==> config.mk <==
export PLATFORM = sky130hd
export DESIGN_NAME = tf520_busarb_flat
export DESIGN_NICKNAME = d
export VERILOG_FILES = /design/src/rtl/tf520_busarb_if.sv /design/src/rtl/tf520_busarb.sv /design/src/flat_wrapper.sv
export SDC_FILE = /design/constraint.sdc
export NUM_CORES = 1
export LEC_CHECK = 0
export ABC_CLOCK_PERIOD_IN_PS = 1400
export CAP_MARGIN = 20
export CORE_UTILIZATION = 46
export CTS_CLUSTER_SIZE = 30
export DETAILED_ROUTE_END_ITERATION = 10
export PLACE_DENSITY = 0.71
export SETUP_SLACK_MARGIN = 0.05
export SLEW_MARGIN = 0
export SYNTH_ARGS = -nofsm -noshare
export SYNTH_HDL_FRONTEND = slang
export SYNTH_SLANG_ARGS = --single-unit
==> constraint.sdc <==
create_clock -name CLK7M -period 1.4 [get_ports CLK7M]
set_input_delay 0.14 -clock CLK7M [delete_from_list [all_inputs] [get_ports CLK7M]]
set_output_delay 0.14 -clock CLK7M [all_outputs]
set_load 0.005 [all_outputs]
==> src/rtl/tf520_busarb_if.sv <==
// tf520_busarb_if
// -----------------------------------------------------------------------------
// Bus-ownership signal bundle for the TF520 bus arbiter. Every signal is
// active low except HIGHZ and DMAOWN.
//
//   master : the arbiter side. It samples the 68000/68EC020 bus inputs and
//            drives BR20, BG, HIGHZ and DMAOWN.
//   slave  : the board/bus side. It drives the request and acknowledge
//            inputs and observes the arbiter outputs.
// -----------------------------------------------------------------------------
interface tf520_busarb_if;
    logic BR;       // 68000-side bus request from a DMA master
    logic BGACK;    // 68000-side bus grant acknowledge
    logic AS;       // card-driven 68000 address strobe (low = bus busy)
    logic BG20;     // 68EC020 bus grant
    logic BR20;     // bus request to the 68EC020
    logic BG;       // bus grant to the DMA master
    logic HIGHZ;    // high = tri-state the card's 68000-bus drivers
    logic DMAOWN;   // high while a DMA master owns the bus

    modport master (
        input  BR, BGACK, AS, BG20,
        output BR20, BG, HIGHZ, DMAOWN
    );

    modport slave (
        output BR, BGACK, AS, BG20,
        input  BR20, BG, HIGHZ, DMAOWN
    );
endinterface

==> src/rtl/tf520_busarb.sv <==
// tf520_busarb
// -----------------------------------------------------------------------------
// Bus-ownership arbiter for the TF520 card, clocked from CLK7M.
//
// Runs the 68000 BR/BG/BGACK protocol toward Amiga DMA masters and the
// BR20/BG20 protocol toward the 68EC020. When a DMA master requests the bus
// the card first asks the 020 to stop, waits for the 68000 bus to be idle for
// IDLE_CYCLES edges, then issues BG. While the master owns the bus HIGHZ
// tri-states the card's AS/UDS/LDS/RW00/VMA drivers; HIGHZ is held for one
// extra RELEASE cycle so the master's drivers are off before ours return.
//
// All outputs are registered and decoded from the next state, so there is no
// combinational path from any input to any output.
//
// Optional feature (compile-time macro TF520_GRANT_TIMEOUT_EN):
//   when defined, a grant that is not acknowledged within TIMEOUT_CYCLES
//   GRANT-state cycles is withdrawn and the arbiter returns to IDLE.
//   When undefined, GRANT persists until BGACK asserts or BR withdraws.
// -----------------------------------------------------------------------------
module tf520_busarb #(
    parameter int IDLE_CYCLES    = 2,
    parameter int TIMEOUT_CYCLES = 16
) (
    input  logic           CLK7M,
    input  logic           RESET,
    tf520_busarb_if.master bus
);

    // -------------------------------------------------------------------------
    // Counter sizing: wide enough for the larger limit, saturating.
    // -------------------------------------------------------------------------
    localparam int CNT_MAX = (IDLE_CYCLES > TIMEOUT_CYCLES) ? IDLE_CYCLES : TIMEOUT_CYCLES;
    localparam int CNT_W   = $clog2(CNT_MAX + 1);

    localparam logic [CNT_W-1:0] IDLE_LIMIT = CNT_W'(IDLE_CYCLES);
    localparam logic [CNT_W-1:0] CNT_SAT    = {CNT_W{1'b1}};

    typedef enum logic [2:0] {
        ST_IDLE    = 3'd0,
        ST_REQ     = 3'd1,
        ST_QUAL    = 3'd2,
        ST_GRANT   = 3'd3,
        ST_OWNED   = 3'd4,
        ST_RELEASE = 3'd5
    } state_e;

    // Increment that sticks at all-ones instead of wrapping.
    function automatic logic [CNT_W-1:0] sat_inc(input logic [CNT_W-1:0] v);
        return (v == CNT_SAT) ? v : v + CNT_W'(1);
    endfunction

    // -------------------------------------------------------------------------
    // Synchronisers for the asynchronous inputs. AS is already CLK7M-aligned
    // and is used directly.
    // -------------------------------------------------------------------------
    logic br_s1_q,    br_s2_q;
    logic bgack_s1_q, bgack_s2_q;
    logic bg20_s1_q,  bg20_s2_q;

    // Two-flop synchronisers; both stages idle high (inactive) out of reset.
    always_ff @(posedge CLK7M or negedge RESET) begin
        if (!RESET) begin
            br_s1_q    <= 1'b1;
            br_s2_q    <= 1'b1;
            bgack_s1_q <= 1'b1;
            bgack_s2_q <= 1'b1;
            bg20_s1_q  <= 1'b1;
            bg20_s2_q  <= 1'b1;
        end else begin
            // NOTE: non-blocking assignments make every stage sample the old
            // value of the previous one; blocking here would collapse the chain.
            br_s1_q    <= bus.BR;
            br_s2_q    <= br_s1_q;
            bgack_s1_q <= bus.BGACK;
            bgack_s2_q <= bgack_s1_q;
            bg20_s1_q  <= bus.BG20;
            bg20_s2_q  <= bg20_s1_q;
        end
    end

    logic br_s, bgack_s, bg20_s;
    assign br_s    = br_s2_q;
    assign bgack_s = bgack_s2_q;
    assign bg20_s  = bg20_s2_q;

    // -------------------------------------------------------------------------
    // State, counters and registered outputs
    // -------------------------------------------------------------------------
    state_e           state_q,    state_d;
    logic [CNT_W-1:0] idle_cnt_q, idle_cnt_d;
    logic             br20_q,     br20_d;
    logic             bg_q,       bg_d;
    logic             highz_q,    highz_d;
    logic             dmaown_q,   dmaown_d;

`ifdef TF520_GRANT_TIMEOUT_EN
    localparam logic [CNT_W-1:0] TOUT_LIMIT = CNT_W'(TIMEOUT_CYCLES);
    logic [CNT_W-1:0] tout_cnt_q, tout_cnt_d;
`endif

    // Next-state logic, bus-idle and grant-timeout counters, output decode.
    always_comb begin
        // NOTE: every variable gets a default before the case so no path
        // leaves one unassigned, which would otherwise infer a latch.
        state_d    = state_q;
        idle_cnt_d = '0;
`ifdef TF520_GRANT_TIMEOUT_EN
        tout_cnt_d = '0;
`endif

        unique case (state_q)
            ST_IDLE: begin
                if (!br_s && bgack_s) begin
                    state_d = ST_REQ;
                end
            end

            ST_REQ: begin
                // A withdrawn request abandons the cycle before the 020 grant
                // is acted on. The idle counter is cleared by its default.
                if (br_s) begin
                    state_d = ST_IDLE;
                end else if (!bg20_s) begin
                    state_d = ST_QUAL;
                end
            end

            ST_QUAL: begin
                // Count consecutive edges with the 68000 bus idle; any busy
                // edge restarts the qualification.
                if (bus.AS && bgack_s) begin
                    idle_cnt_d = sat_inc(idle_cnt_q);
                end

                if (br_s) begin
                    state_d = ST_IDLE;
                end else if (idle_cnt_d >= IDLE_LIMIT) begin
                    state_d = ST_GRANT;
                end
            end

            ST_GRANT: begin
`ifdef TF520_GRANT_TIMEOUT_EN
                tout_cnt_d = sat_inc(tout_cnt_q);
`endif
                // Acknowledge wins over withdrawal and timeout on the same edge.
                if (!bgack_s) begin
                    state_d = ST_OWNED;
                end else if (br_s) begin
                    state_d = ST_IDLE;
`ifdef TF520_GRANT_TIMEOUT_EN
                end else if (tout_cnt_d >= TOUT_LIMIT) begin
                    state_d = ST_IDLE;
`endif
                end
            end

            ST_OWNED: begin
                // BR re-assertion is ignored here; only BGACK ends ownership.
                if (bgack_s) begin
                    state_d = ST_RELEASE;
                end
            end

            ST_RELEASE: begin
                // One turnaround cycle with the card's drivers still off.
                state_d = ST_IDLE;
            end

            default: begin
                state_d = ST_IDLE;
            end
        endcase

        // Outputs are a pure function of the next state, registered below.
        br20_d   = 1'b0;
        bg_d     = 1'b1;
        highz_d  = 1'b0;
        dmaown_d = 1'b0;
        unique case (state_d)
            ST_IDLE: begin
                br20_d = 1'b1;
            end
            ST_REQ, ST_QUAL: begin
                br20_d = 1'b0;
            end
            ST_GRANT: begin
                bg_d = 1'b0;
            end
            ST_OWNED: begin
                highz_d  = 1'b1;
                dmaown_d = 1'b1;
            end
            ST_RELEASE: begin
                highz_d = 1'b1;
            end
            default: begin
                br20_d = 1'b1;
            end
        endcase
    end

    // State, counter and output registers.
    always_ff @(posedge CLK7M or negedge RESET) begin
        if (!RESET) begin
            state_q    <= ST_IDLE;
            idle_cnt_q <= '0;
            br20_q     <= 1'b1;
            bg_q       <= 1'b1;
            highz_q    <= 1'b0;
            dmaown_q   <= 1'b0;
        end else begin
            state_q    <= state_d;
            idle_cnt_q <= idle_cnt_d;
            br20_q     <= br20_d;
            bg_q       <= bg_d;
            highz_q    <= highz_d;
            dmaown_q   <= dmaown_d;
        end
    end

`ifdef TF520_GRANT_TIMEOUT_EN
    // Grant-timeout counter register.
    always_ff @(posedge CLK7M or negedge RESET) begin
        if (!RESET) begin
            tout_cnt_q <= '0;
        end else begin
            tout_cnt_q <= tout_cnt_d;
        end
    end
`endif

    assign bus.BR20   = br20_q;
    assign bus.BG     = bg_q;
    assign bus.HIGHZ  = highz_q;
    assign bus.DMAOWN = dmaown_q;

endmodule

==> src/flat_wrapper.sv <==
// flat-port wrapper written by rule: the top's interface ports become plain ports
module tf520_busarb_flat 
#(
    parameter int IDLE_CYCLES    = 2,
    parameter int TIMEOUT_CYCLES = 16
)
  (CLK7M, RESET, bus_BR, bus_BGACK, bus_AS, bus_BG20, bus_BR20, bus_BG, bus_HIGHZ, bus_DMAOWN);
  tf520_busarb_if bus_i ();
  input  logic CLK7M;
  input  logic RESET;
  input wire logic [$bits(bus_i.BR)-1:0] bus_BR;
  input wire logic [$bits(bus_i.BGACK)-1:0] bus_BGACK;
  input wire logic [$bits(bus_i.AS)-1:0] bus_AS;
  input wire logic [$bits(bus_i.BG20)-1:0] bus_BG20;
  output wire logic [$bits(bus_i.BR20)-1:0] bus_BR20;
  output wire logic [$bits(bus_i.BG)-1:0] bus_BG;
  output wire logic [$bits(bus_i.HIGHZ)-1:0] bus_HIGHZ;
  output wire logic [$bits(bus_i.DMAOWN)-1:0] bus_DMAOWN;
  assign bus_i.BR = bus_BR;
  assign bus_i.BGACK = bus_BGACK;
  assign bus_i.AS = bus_AS;
  assign bus_i.BG20 = bus_BG20;
  assign bus_BR20 = bus_i.BR20;
  assign bus_BG = bus_i.BG;
  assign bus_HIGHZ = bus_i.HIGHZ;
  assign bus_DMAOWN = bus_i.DMAOWN;
  tf520_busarb #(.IDLE_CYCLES(IDLE_CYCLES), .TIMEOUT_CYCLES(TIMEOUT_CYCLES)) u_core (.CLK7M(CLK7M), .RESET(RESET), .bus(bus_i));
endmodule
==> results.md, run 1 <==
* Top-level I/O count at 10
* DRT iter0 DRCs at 8
* Outcome: finished with violations
* WP buf/inv at 1
* Final Hold Viols at 0
* Cell-by-cell trace of the critical path: buf_12, nand2b_4, or3_4, a211oi_4, o21ai_0
* Layout cells sized above 1 at around 47%
* CP Capture Type: flop
* Avg Synthesized Cell Area at between 10 and 15 um2
* Met1 Use GR at around a fifth
* RD Place Congestion at roughly 0.81
* Vias in the first global route at between 500 and 600
* Pins Over Slew Limit at 0
* # nets final at 96
* Worst min-delay path class: in -> async
* Clock H-tree levels at 1
* Gr usage total at approximately 17%
* Number of synthesized register bits at 18
* Clk_lat worst skew at approximately 0.28 ns
* YS warnings at 0
* Max_cap viols at 0
* DR DRC count at 0
* Grt met2 use at between 20 and 30%
* RSZ-0062 raised after global routing: yes
* Post-synthesis sequential area ratio at between 60 and 70%
* Total gr overflow at 0
* Crit share post-route at 104%
* Max rail drop VDD at 728 uV
* Drt first pass iters at 2
* Final setup vio count at 3
* Post-synth EDFFs at 0
* Crit path launch type: flop
* Required @ worst endpoint at approximately 1.6 ns
* Post-place instance area at approximately 960 um2
* DR vias/cell at slightly above 5
* Core ar. at roughly 1500 um2
* Chip height at 42.8 um
* DR WL/cell at between 10 and 15 um
* Number of port buffers at 9
* Hold_ws at 0.168 ns
* Die W at about 43 um
* Final instance area at 1070 um2
* Rows at 14
* ANT nets after route at 0
* Largest stage delay on the critical path at between 0.4 and 0.5 ns
* Largest net degree at the start of global routing at 19
* Clock skew at between 0.002 and 0.003 ns
* Least-Margin Pin Slew at between 0.2 and 0.3 ns
* FFs w/ async S/R, synth at 100%
* Delay-heaviest family, CP: simple AND/OR/NAND/NOR gates
* Post-DP HPWL at about 930 um
* Pwr/cell area at roughly 970 nW/um2
* Worst EP arrival at roughly 1.7 ns
* CP Max Fanout at 4
* Ant. Diodes at 0
* Worst-path clk slew at roughly 0.10 ns
* Met3 global-route usage at 3.83%
* Detailed Route WL at between 1 and 1.5 mm
* Hold Buf Count CTS at 0
* Most Used Layer, Global Route: met2
* Antenna violations before repair at 0
* Lkg Pwr at ~0.00044 uW
* Main flop type after synthesis: dfrtp_1
* TritonCTS clock tree: done
* Slew headroom at slightly above 80%
* DR vias at approximately 530
* Synth Instances at between 60 and 70
* Starting Density at 50.2%
* Failing checks: negative setup slack
* Post-Syn Area at approximately 760 um2
* Final Worst Setup Slack at -0.0494 ns
* Min Clock Period, post-route at 1.45 ns
* Max frequency at a little under 0.7 GHz
* Area growth syn-to-layout at 40.3%
* Global-route wire length before repair at 2.20 mm
* Synth Net Count at 70
* Clock Path Buffers at 2
* Crit Path Class: reg -> reg
* Clock Sink Count at 18
* Total negative slack at -0.101 ns
* Die area at ~1800 um2
* CTS buffer count at 3
* CP max-delay cell: dfrtp_1
* Yosys cell types at 29
* Root buf cell: clkbuf_4
[Yosys cell counts, types with 2 or more instances]
cell type	number	share of area, %
dfstp_2	8	27
nor2_1	5	2.5
a21oi_1	4	2.6
nand2_1	5	2.5
nor3_1	2	1.3
o21bai_1	2	2.0
dfrtp_1	10	33
nor3b_1	3	2.9
o21ai_0	4	2.6
[kinds of logic after synthesis]
kind of cell | Yosys count | synth area share [%]
compound gates | 13 | 12.3
xor+xnor | 2 | 2.29
fa+ha+maj | 1 | 1.64
buf+inv | 1 | 1.47
flops | 18 | 60.2
mux | 1 | 1.31
simple gates | 27 | 20.8
[placed cells by master, fill, tap and decap left out, types with 2 or more instances in the layout]
| master | n |
|---|---|
| nor2_1 | 4 |
| clkbuf_4 | 3 |
| dfstp_2 | 8 |
| nand2_1 | 5 |
| o21ai_0 | 2 |
| buf_4 | 11 |
| o21bai_1 | 2 |
| a21oi_1 | 3 |
| o21ai_2 | 2 |
| dfrtp_1 | 9 |
| dlygate4sd2_1 | 2 |
| clkdlybuf4s50_1 | 7 |
| nor3b_2 | 2 |
[path summary, 6_finish.rpt]
path                                    from  slack [ns]  cells past startpoint              endpoint
max                        u_core.state_q[1]       -0.05                      5         u_core.bus.BG
min                                    RESET        0.17                      2  u_core.idle_cnt_q[1]
max reg2reg                u_core.state_q[1]       -0.05                      5         u_core.bus.BG
min reg2reg                 u_core.bg20_s1_q        0.36                      0         u_core.bg20_s
max in group asynchronous              RESET        0.98                      2        u_core.br_s1_q
min in group CLK7M                    bus_BR        0.25                      1        u_core.br_s1_q
[where the power goes]
part | internal [uW] | switching, uW
registers | 561 | 23.4
logic | 89.7 | 58.8
clock network | 158 | 148
[flip-flops by register name (all words and copies together) (netlist names)]
register	cells
u_core.state_q	3
u_core.bgack_s	1
u_core.bus.BR20	1
u_core.bus.HIGHZ	1
u_core.idle_cnt_q	5
u_core.br_s1_q	1
u_core.br_s	1
u_core.bus.BG	1
u_core.bgack_s1_q	1
u_core.bus.DMAOWN	1
u_core.bg20_s1_q	1
u_core.bg20_s	1
[layer usage]
layer | vias up | wire length, um
met5 | - | 0
met4 | 0 | 10
met2 | 4 | 725
met3 | 2 | 25
met1 | 254 | 617
li1 | 274 | -
[cell type report]
class                   count  area (um2)
flip-flops and latches     18         462
fillers                   107         452
multi-input cells          44         353
repair buffers             22         201
clock buffers               4        36.3
well taps                  16        20.0
[per-stage QoR]
stage          cells  worst slack (ns)  power (uW)  util, %
6_report         104           -0.0494        1040     70.4
3_3_place_gp      96           -0.0228         727     62.8
3_5_place_dp      96           -0.0368         729     62.8
2_1_floorplan     63           -0.0162         645        -
4_1_cts          103          0.000321        1050     67.5
5_1_grt          104           -0.0855        1090     70.4
[what timing repair did]
action	in CTS	in global routing
buffers inserted	3	1
pin swaps	2	3
setup endpoints to repair	10	10
cloned	0	0
resized for setup	8	7
[worst register-to-register path: stages (launching register included)]
cell,delay [ns]
dfrtp_1,0.43
buf_12,0.12
nand2b_4,0.05
or3_4,0.39
a211oi_4,0.25
o21ai_0,0.13
Power figures use the tool's default switching activity.
==> run 2, diff against run 1 <==
--- a/config.mk
+++ b/config.mk
@@ -11,6 +11,7 @@
 export CTS_CLUSTER_SIZE = 30
 export DETAILED_ROUTE_END_ITERATION = 10
 export PLACE_DENSITY = 0.71
+export RECOVER_POWER = 25
 export SETUP_SLACK_MARGIN = 0.05
 export SLEW_MARGIN = 0
 export SYNTH_ARGS = -nofsm -noshare
==> run 2 against run 1 <==
The flow still finishes with violations (negative setup slack). Sequential power about the same. Core utilization is 0.25 points lower. Global-route usage unchanged. Critical path depth is the same. Clock power is essentially flat. Routed wire length rose by 0.51%. Cell count unchanged. Critical path type unchanged.
==> results.md, run 2 (same netlist as run 1, synthesis figures left out) <==
* Total gr overflow at 0 (unchanged)
* Least-Margin Pin Slew at 0.933 ns (+0.665 ns)
* DR WL/cell at 13.3 um (+0.51%)
* Crit path launch type: flop
* DR vias/cell at 5.19 (+1.1%)
* Min Clock Period, post-route at 1.45 ns (-0.000683 ns)
* R2R Setup Slk at -0.05 ns (about the same)
* Rows at 14 (unchanged)
* Final Worst Setup Slack at -0.0487 ns (+0.000683 ns)
* Layout fillers at 106 (-0.93%)
* DR vias at 540 (+1.1%)
* Global-route wire length before repair at 2.20 mm (unchanged)
* Antenna violations before repair at 0 (unchanged)
* Failing checks: negative setup slack
* RSZ-0062 raised after global routing: yes
* Die W at 42.8 um (unchanged)
* Worst min-delay path class: reg -> reg
* Pwr/cell area at 970 nW/um2 (about the same)
* Crit Path Class: reg -> reg
* Detailed Route WL at 1.39 mm (+0.51%)
* Clk_lat worst skew at 0.28 ns (about the same)
* Hold Buf Count CTS at 0 (unchanged)
* # nets final at 96 (unchanged)
* Root buf cell: clkbuf_4
* Final setup vio count at 3 (unchanged)
* Required @ worst endpoint at 1.60 ns (about the same)
* Pins Over Slew Limit at 0 (unchanged)
* CP max-delay cell: dfrtp_1
* Slew headroom at 37.8% (-44 points)
* Largest stage delay on the critical path at 0.43 ns (about the same)
* Top-level I/O count at 10 (unchanged)
* Clock Path Buffers at 2 (unchanged)
* Final Hold Viols at 0 (unchanged)
* Area taken by multi-input logic gates at 353 um2 (unchanged)
* Worst-path clk slew at 0.10 ns (about the same)
* Ant. Diodes at 0 (unchanged)
* Core ar. at 1520 um2 (unchanged)
* Total negative slack at -0.0993 ns (+0.00215 ns)
* TritonCTS clock tree: done
* Final instance area at 1070 um2 (-0.35%)
* Max FFs per register at 5 (unchanged)
* CTS buffer count at 3 (unchanged)
* RD Place Congestion at 0.805 (unchanged)
* Delay-heaviest family, CP: simple AND/OR/NAND/NOR gates
* Area growth syn-to-layout at 39.8%
* Most flop-heavy register: u_core.idle_cnt_q
* Most common cell after layout, fill and taps aside: buf_4
* Max_cap viols at 0 (unchanged)
* CP Max Fanout at 4 (unchanged)
* Starting Density at 50.2% (unchanged)
* CP Capture Type: flop
* Top Registers: u_core.idle_cnt_q x5, u_core.state_q x3
* Outcome: finished with violations
* Tot Pwr at 1040 uW (-0.28%)
* Chip height at 42.8 um (unchanged)
* Gr usage total at 16.8% (unchanged)
* Vias in the first global route at 523 (unchanged)
* Crit share post-route at 103% (about the same)
* Post-place instance area at 957 um2 (unchanged)
* DRT iter0 DRCs at 8 (unchanged)
* Max frequency at 0.690 GHz (about the same)
* Lkg Pwr at 0.000441 uW (-0.58%)
* Most frequent cells in the layout: 10 x buf_4, 9 x dfrtp_1, 8 x dfstp_2
* Cell-by-cell trace of the critical path: buf_12, nand2b_4, or3_4, a211oi_4, o21ai_0
* Clock H-tree levels at 1 (unchanged)
* Max rail drop VDD at 727 uV (about the same)
* Clock Sink Count at 18 (unchanged)
* Layout cells sized above 1 at 45.5% (-1.1 points)
* Worst EP arrival at 1.65 ns (about the same)
* Clock skew at 0.00284 ns (+0.000314 ns)
* ANT nets after route at 0 (unchanged)
* Number of port buffers at 9 (unchanged)
* WP buf/inv at 1 (unchanged)
* Die area at 1830 um2 (unchanged)
* Drt first pass iters at 2 (unchanged)
* Post-DP HPWL at 929 um (unchanged)
* Register area at 462 um2 (unchanged)
* DR DRC count at 0 (unchanged)
* Largest net degree at the start of global routing at 19 (unchanged)
[run 2: final cells by class]
| cell class | count | area share (%) |
|---|---|---|
| clock buffer | 4 | 3.40 |
| multi-input combinational | 44 | 33.0 |
| tap | 16 | 1.87 |
| timing repair buffer | 22 | 18.5 |
| sequential | 18 | 43.2 |
[run 2: repair_timing]
action                     in CTS  in global routing
resized for setup               8                  7
setup buffers                   3                  1
gates cloned                    0                  0
pin swaps                       2                  3
setup endpoints to repair      10                 10
[run 2: final timing paths]
path / depth (start not counted) / endpoint / startpoint
setup / recovery: 5 / u_core.bus.BG / u_core.state_q[1]
hold / removal: 0 / u_core.bg20_s / u_core.bg20_s1_q
setup reg to reg: 5 / u_core.bus.BG / u_core.state_q[1]
hold reg to reg: 0 / u_core.bg20_s / u_core.bg20_s1_q
max in group asynchronous: 2 / u_core.state_q[0] / RESET
min in group asynchronous: 2 / u_core.idle_cnt_q[1] / RESET
[run 2: through the flow]
stage / util (%) / instances / hold slack (ns) / worst slack, ns
2_1_floorplan: - / 63 / -0.156 / -0.0162
3_3_place_gp: 62.8 / 96 / 0.345 / -0.0228
3_5_place_dp: 62.8 / 96 / 0.347 / -0.0368
4_1_cts: 67.5 / 103 / 0.161 / 0.000321
5_1_grt: 70.1 / 104 / 0.364 / -0.0855
6_report: 70.1 / 104 / 0.360 / -0.0487
[run 2: layer usage]
metal / routed length, um / share of wire [%] / up-vias / track usage (%)
li1: - / - / 274 / -
met1: 613 / 44 / 258 / 18.9
met2: 735 / 53 / 6 / 28.8
met3: 26 / 1.9 / 2 / 3.83
met4: 10 / 0.72 / 0 / 9.38
met5: 0 / 0 / - / 0
[run 2: power breakdown]
part / leakage, uW / total, uW / switching [uW] / internal, uW
registers: 0.000221 / 585 / 23.5 / 561
logic: 0.000199 / 145 / 59.0 / 86.1
clock network: 0.0000210 / 306 / 148 / 158
==> edit 1 (config.mk and constraints of run 2) <==
`TIMEOUT_CYCLES` is set to 16 in 2 places; all go to 64.
--- a/src/rtl/tf520_busarb.sv
+++ b/src/rtl/tf520_busarb.sv
@@ -19,7 +19,7 @@
 // -----------------------------------------------------------------------------
 module tf520_busarb #(
     parameter int IDLE_CYCLES    = 2,
-    parameter int TIMEOUT_CYCLES = 16
+    parameter int TIMEOUT_CYCLES = 64
 ) (
     input  logic           CLK7M,
     input  logic           RESET,
--- a/src/flat_wrapper.sv
+++ b/src/flat_wrapper.sv
@@ -2,7 +2,7 @@
 module tf520_busarb_flat 
 #(
     parameter int IDLE_CYCLES    = 2,
-    parameter int TIMEOUT_CYCLES = 16
+    parameter int TIMEOUT_CYCLES = 64
 )
   (CLK7M, RESET, bus_BR, bus_BGACK, bus_AS, bus_BG20, bus_BR20, bus_BG, bus_HIGHZ, bus_DMAOWN);
   tf520_busarb_if bus_i ();
Check against the original RTL: same outputs for any inputs over 10 cycles, from zero or initial values and one cycle with RESET low; that may be too few to reach the edited logic, so the function may still have changed.
==> edit 1 against run 2 <==
  * The run still ends with negative setup slack left
  * Design area is 21% higher
  * Worst setup slack worse by 0.15 ns
  * Area after synthesis is 21% higher
  * Routed wire length is 44% higher
  * Count of clock-buffer cells in the layout is 1 lower
  * Clock power is 51% higher
  * Sequential cell count is 2 higher
  * Sequential share of layout area is 3.8 points lower
  * Power is 24% higher
  * Global-route usage is 4.8 points higher
==> edit 1: results (changes against run 2) <==
\begin{tabular}{lr}
\hline
Metric & Value \\
\hline
\multicolumn{2}{l}{\textbf{Power and ir drop}} \\
\quad Leak Pwr & 0.5925 nW (+34\%) \\
\quad Reported clock group power & 0.463 mW (+51\%) \\
\quad Worst VDD drop & 0.7160 mV (-1.6\%) \\
\multicolumn{2}{l}{\textbf{Yosys}} \\
\quad Number of nets in the synthesized netlist & 89 (+27\%) \\
\quad Sequential element share of the synthesized area & 0.5528 (-0.04945) \\
\quad Synth cell count leaders & dfrtp\_1, dfstp\_2, nor2\_1, a21oi\_1, a21o\_1 \\
\quad Register bit count reported by yosys & 20 (+2) \\
\quad Area share of xor/xnor cells in the synthesized design & 0.03794 (+0.01503) \\
\multicolumn{2}{l}{\textbf{Timing}} \\
\quad Final-report setup violation count & 3 (unchanged) \\
\quad Final worst clock skew & 0.006722 ns (+0.003879 ns) \\
\quad PnR worst setup slack & -0.2018 ns (-0.1531 ns) \\
\multicolumn{2}{l}{\textbf{Routing}} \\
\quad Met2 wirelength from detailed routing & 940 um (+28\%) \\
\quad Detailed router's first-iteration violation count & 19 (+11) \\
\quad Met3 wire len & 67 um (+160\%) \\
\multicolumn{2}{l}{\textbf{Finish}} \\
\quad Clock distribution area overhead in the final layout & 0.04058 (+0.006622) \\
\quad Non-clk bufs & 30 (+36\%) \\
\quad Largest registers & u\_core.idle\_cnt\_q: 7 flops, u\_core.state\_q: 3 flops \\
\quad Clock buffer instance count of the final layout & 3 (-1) \\
\quad Number of fillers in the final layout & 136 (+28\%) \\
\quad Number of signal-net inverters in the final layout & 1 (+1) \\
\multicolumn{2}{l}{\textbf{Setup path}} \\
\quad Destination of the worst register-to-register timing path & u\_core.state\_q[0] \\
\quad Critical path startpoint & u\_core.idle\_cnt\_q[0] \\
\quad Largest delay contributor family on the critical path & compound AO/OA/AOI/OAI gates \\
\multicolumn{2}{l}{\textbf{Place}} \\
\quad Place WS & -0.1692 ns (-0.1324 ns) \\
\quad Number of cells after detailed placement & 129 (+34\%) \\
\quad GP Congestion & 0.7750 (-3.7\%) \\
\multicolumn{2}{l}{\textbf{Status}} \\
\quad Run status & complete, but fails checks \\
\quad Failing checks & negative setup slack \\
\multicolumn{2}{l}{\textbf{Global route}} \\
\quad Global-route wire length before repair & 3.215 mm (+46\%) \\
\quad Global-route total usage across every layer & 0.2158 (+0.04813) \\
\quad GR met1 Demand/Resource & 0.3035 (+0.1142) \\
\quad Global Route met2 Usage & 0.3167 (+0.02879) \\
\hline
\end{tabular}
## edit 1: repair_timing
action                     in CTS  in global routing
setup buffers                   0                  3
setup endpoints to repair      10                 10
pin swaps                       3                  5
resized for setup              12                  4
## edit 1: worst min-delay path by stage
stage,start,endpoint,cells past startpoint
after global placement,u_core.br_s1_q,u_core.br_s,0
after detailed placement,u_core.bgack_s1_q,u_core.bgack_s,0
after global routing,bus_BR,u_core.br_s1_q,1
after floorplan,RESET,u_core.bus.DMAOWN,0
after CTS,RESET,u_core.bus.HIGHZ,2
final,u_core.bgack_s1_q,u_core.bgack_s,0
## edit 1: metrics by stage
step / cell area (sq um) / setup TNS, ns
floorplan: 942.2 / -0.2566
global placement: 1165 / -0.2864
detailed placement: 1165 / -0.4433
CTS: 1257 / -0.3784
global route: 1295 / -0.6923
finish: 1295 / -0.4048
==> edit 2 (settings of run 2) <==
Without the edit above. The 6 states of `state_e` get a one-hot encoding in 6 bits.
--- a/src/rtl/tf520_busarb.sv
+++ b/src/rtl/tf520_busarb.sv
@@ -35,13 +35,13 @@
     localparam logic [CNT_W-1:0] IDLE_LIMIT = CNT_W'(IDLE_CYCLES);
     localparam logic [CNT_W-1:0] CNT_SAT    = {CNT_W{1'b1}};
 
-    typedef enum logic [2:0] {
-        ST_IDLE    = 3'd0,
-        ST_REQ     = 3'd1,
-        ST_QUAL    = 3'd2,
-        ST_GRANT   = 3'd3,
-        ST_OWNED   = 3'd4,
-        ST_RELEASE = 3'd5
+    typedef enum logic [5:0] {
+        ST_IDLE    = 6'b000001,
+        ST_REQ     = 6'b000010,
+        ST_QUAL    = 6'b000100,
+        ST_GRANT   = 6'b001000,
+        ST_OWNED   = 6'b010000,
+        ST_RELEASE = 6'b100000
     } state_e;
 
     // Increment that sticks at all-ones instead of wrapping.
Check against the original RTL: no difference found for any inputs over 10 cycles, from zero or initial values and one cycle with RESET low; not proved beyond that.
==> edit 2 against run 2 <==
  * The flow still finishes with violations (negative setup slack)
  * Routed wire length rose by 56%
  * Design area rose by 32%
  * Core utilization fell by 0.31 points
  * Worst setup slack got worse by 0.14 ns
  * Power rose by 36%
  * Synthesized cell count rose by 51%
  * Area after synthesis rose by 34%
  * Sequential cell count rose by 3
  * Worst hold slack improved by 0.0049 ns
  * Sequential power rose by 23%
  * Global-route usage rose by 1.9 points
  * First-iteration DRC count rose by 88%
==> edit 2: results (changes against run 2) <==
\begin{tabular}{lr}
\hline
Metric & Value \\
\hline
\multicolumn{2}{l}{\textbf{Routing}} \\
\quad Drt first pass iters & 4 (+2) \\
\quad Overall routed net length & 2.160 mm (+56\%) \\
\quad Routed vias/inst & 5.503 (+6.0\%) \\
\quad Met2 wirelength from detailed routing & 1.082 mm (+47\%) \\
\quad Detailed router's first-iteration violation count & 15 (+7) \\
\quad Met3 wire len & 53 um (+100\%) \\
\multicolumn{2}{l}{\textbf{Place}} \\
\quad Place WS & -0.1303 ns (-0.09352 ns) \\
\quad Detailed placement HPWL & 1.508 mm (+62\%) \\
\quad Post-Place Cell Area & 1241 sq um (+30\%) \\
\multicolumn{2}{l}{\textbf{Finish}} \\
\quad Net total in the final layout & 128 (+33\%) \\
\quad Share of cell area taken by multi-input logic gates & 0.4158 (+0.08557) \\
\quad Number of signal-net inverters in the final layout & 2 (+2) \\
\quad Clock distribution area overhead in the final layout & 0.01950 (-0.01445) \\
\quad Fraction of final layout cells sized beyond drive strength 1 & 0.4917 (+0.03712) \\
\quad Non-clk bufs & 26 (+18\%) \\
\quad Number of fillers in the final layout & 157 (+48\%) \\
\multicolumn{2}{l}{\textbf{Timing}} \\
\quad Final-report setup violation count & 9 (+6) \\
\quad Tightest hold margin & 0.3651 ns (+0.004913 ns) \\
\quad PnR worst setup slack & -0.1918 ns (-0.1431 ns) \\
\quad Slew at the pin with the worst max-slew slack & 1.096 ns (+0.1622 ns) \\
\quad Final worst clock skew & 0.001096 ns (-0.001748 ns) \\
\multicolumn{2}{l}{\textbf{Setup path}} \\
\quad Register-to-register setup slack & -0.19 ns (-0.14 ns) \\
\quad Startpoint of the worst register-to-register path & u\_core.state\_q[4] \\
\quad Slowest CP cell & or4\_4 \\
\quad Worst Path Arrival & 1.82 ns (+0.17 ns) \\
\quad Capture point of the worst path & u\_core.state\_q[1] \\
\multicolumn{2}{l}{\textbf{Status}} \\
\quad Failing checks & negative setup slack \\
\quad Run status & complete, but fails checks \\
\multicolumn{2}{l}{\textbf{Yosys}} \\
\quad Synth unique cells & 38 (+31\%) \\
\quad Number of nets in the synthesized netlist & 102 (+46\%) \\
\quad Synth cell count leaders & dfrtp\_1, dfstp\_2, nor2\_1, nor3\_1, a21oi\_1 \\
\multicolumn{2}{l}{\textbf{Global route}} \\
\quad Met3 Usage GRT & 0.02804 (-0.01026) \\
\quad Global Route met2 Usage & 0.3128 (+0.02491) \\
\quad Global-route total usage across every layer & 0.1872 (+0.01949) \\
\quad Number of global-route vias before repair & 780 (+49\%) \\
\multicolumn{2}{l}{\textbf{Power and ir drop}} \\
\quad Worst VDD drop & 0.8896 mV (+22\%) \\
\multicolumn{2}{l}{\textbf{Min path}} \\
\quad Worst Hold End & u\_core.bgack\_s \\
\hline
\end{tabular}
edit 2: stage by stage:
stage          setup TNS (ns)  std cells  power, mW
5_1_grt                -1.521        147      1.494
2_1_floorplan         -0.1784         95     0.9267
3_5_place_dp          -0.5587        140      1.036
4_1_cts               -0.6060        145      1.334
6_report               -1.010        147      1.413
3_3_place_gp          -0.2569        140      1.019
edit 2: what timing repair did:
action                                  CTS  global route
pin swaps                                 4             8
hold buffers                              0             0
endpoints found under the setup margin   14            12
buffers inserted                          1             2
endpoints found under the hold margin     0             0
resized for setup                        16            15
edit 2: cell families after synthesis:
family,count (synthesis),synth area share
DFF,21,0.5225
xor gates and xnor gates,3,0.02558
adders and majority gates,1,0.01218
and+or+nand+nor,40,0.2326
muxes,2,0.01949
AOI/OAI and AO/OA,21,0.1523
buffers and inverters,7,0.03533
edit 2: power breakdown:
group | internal, mW | leakage (nW) | switching, mW
combinational | 0.215 | 0.344 | 0.202
clock | 0.106 | 0.0177 | 0.172
sequential | 0.675 | 0.260 | 0.0432
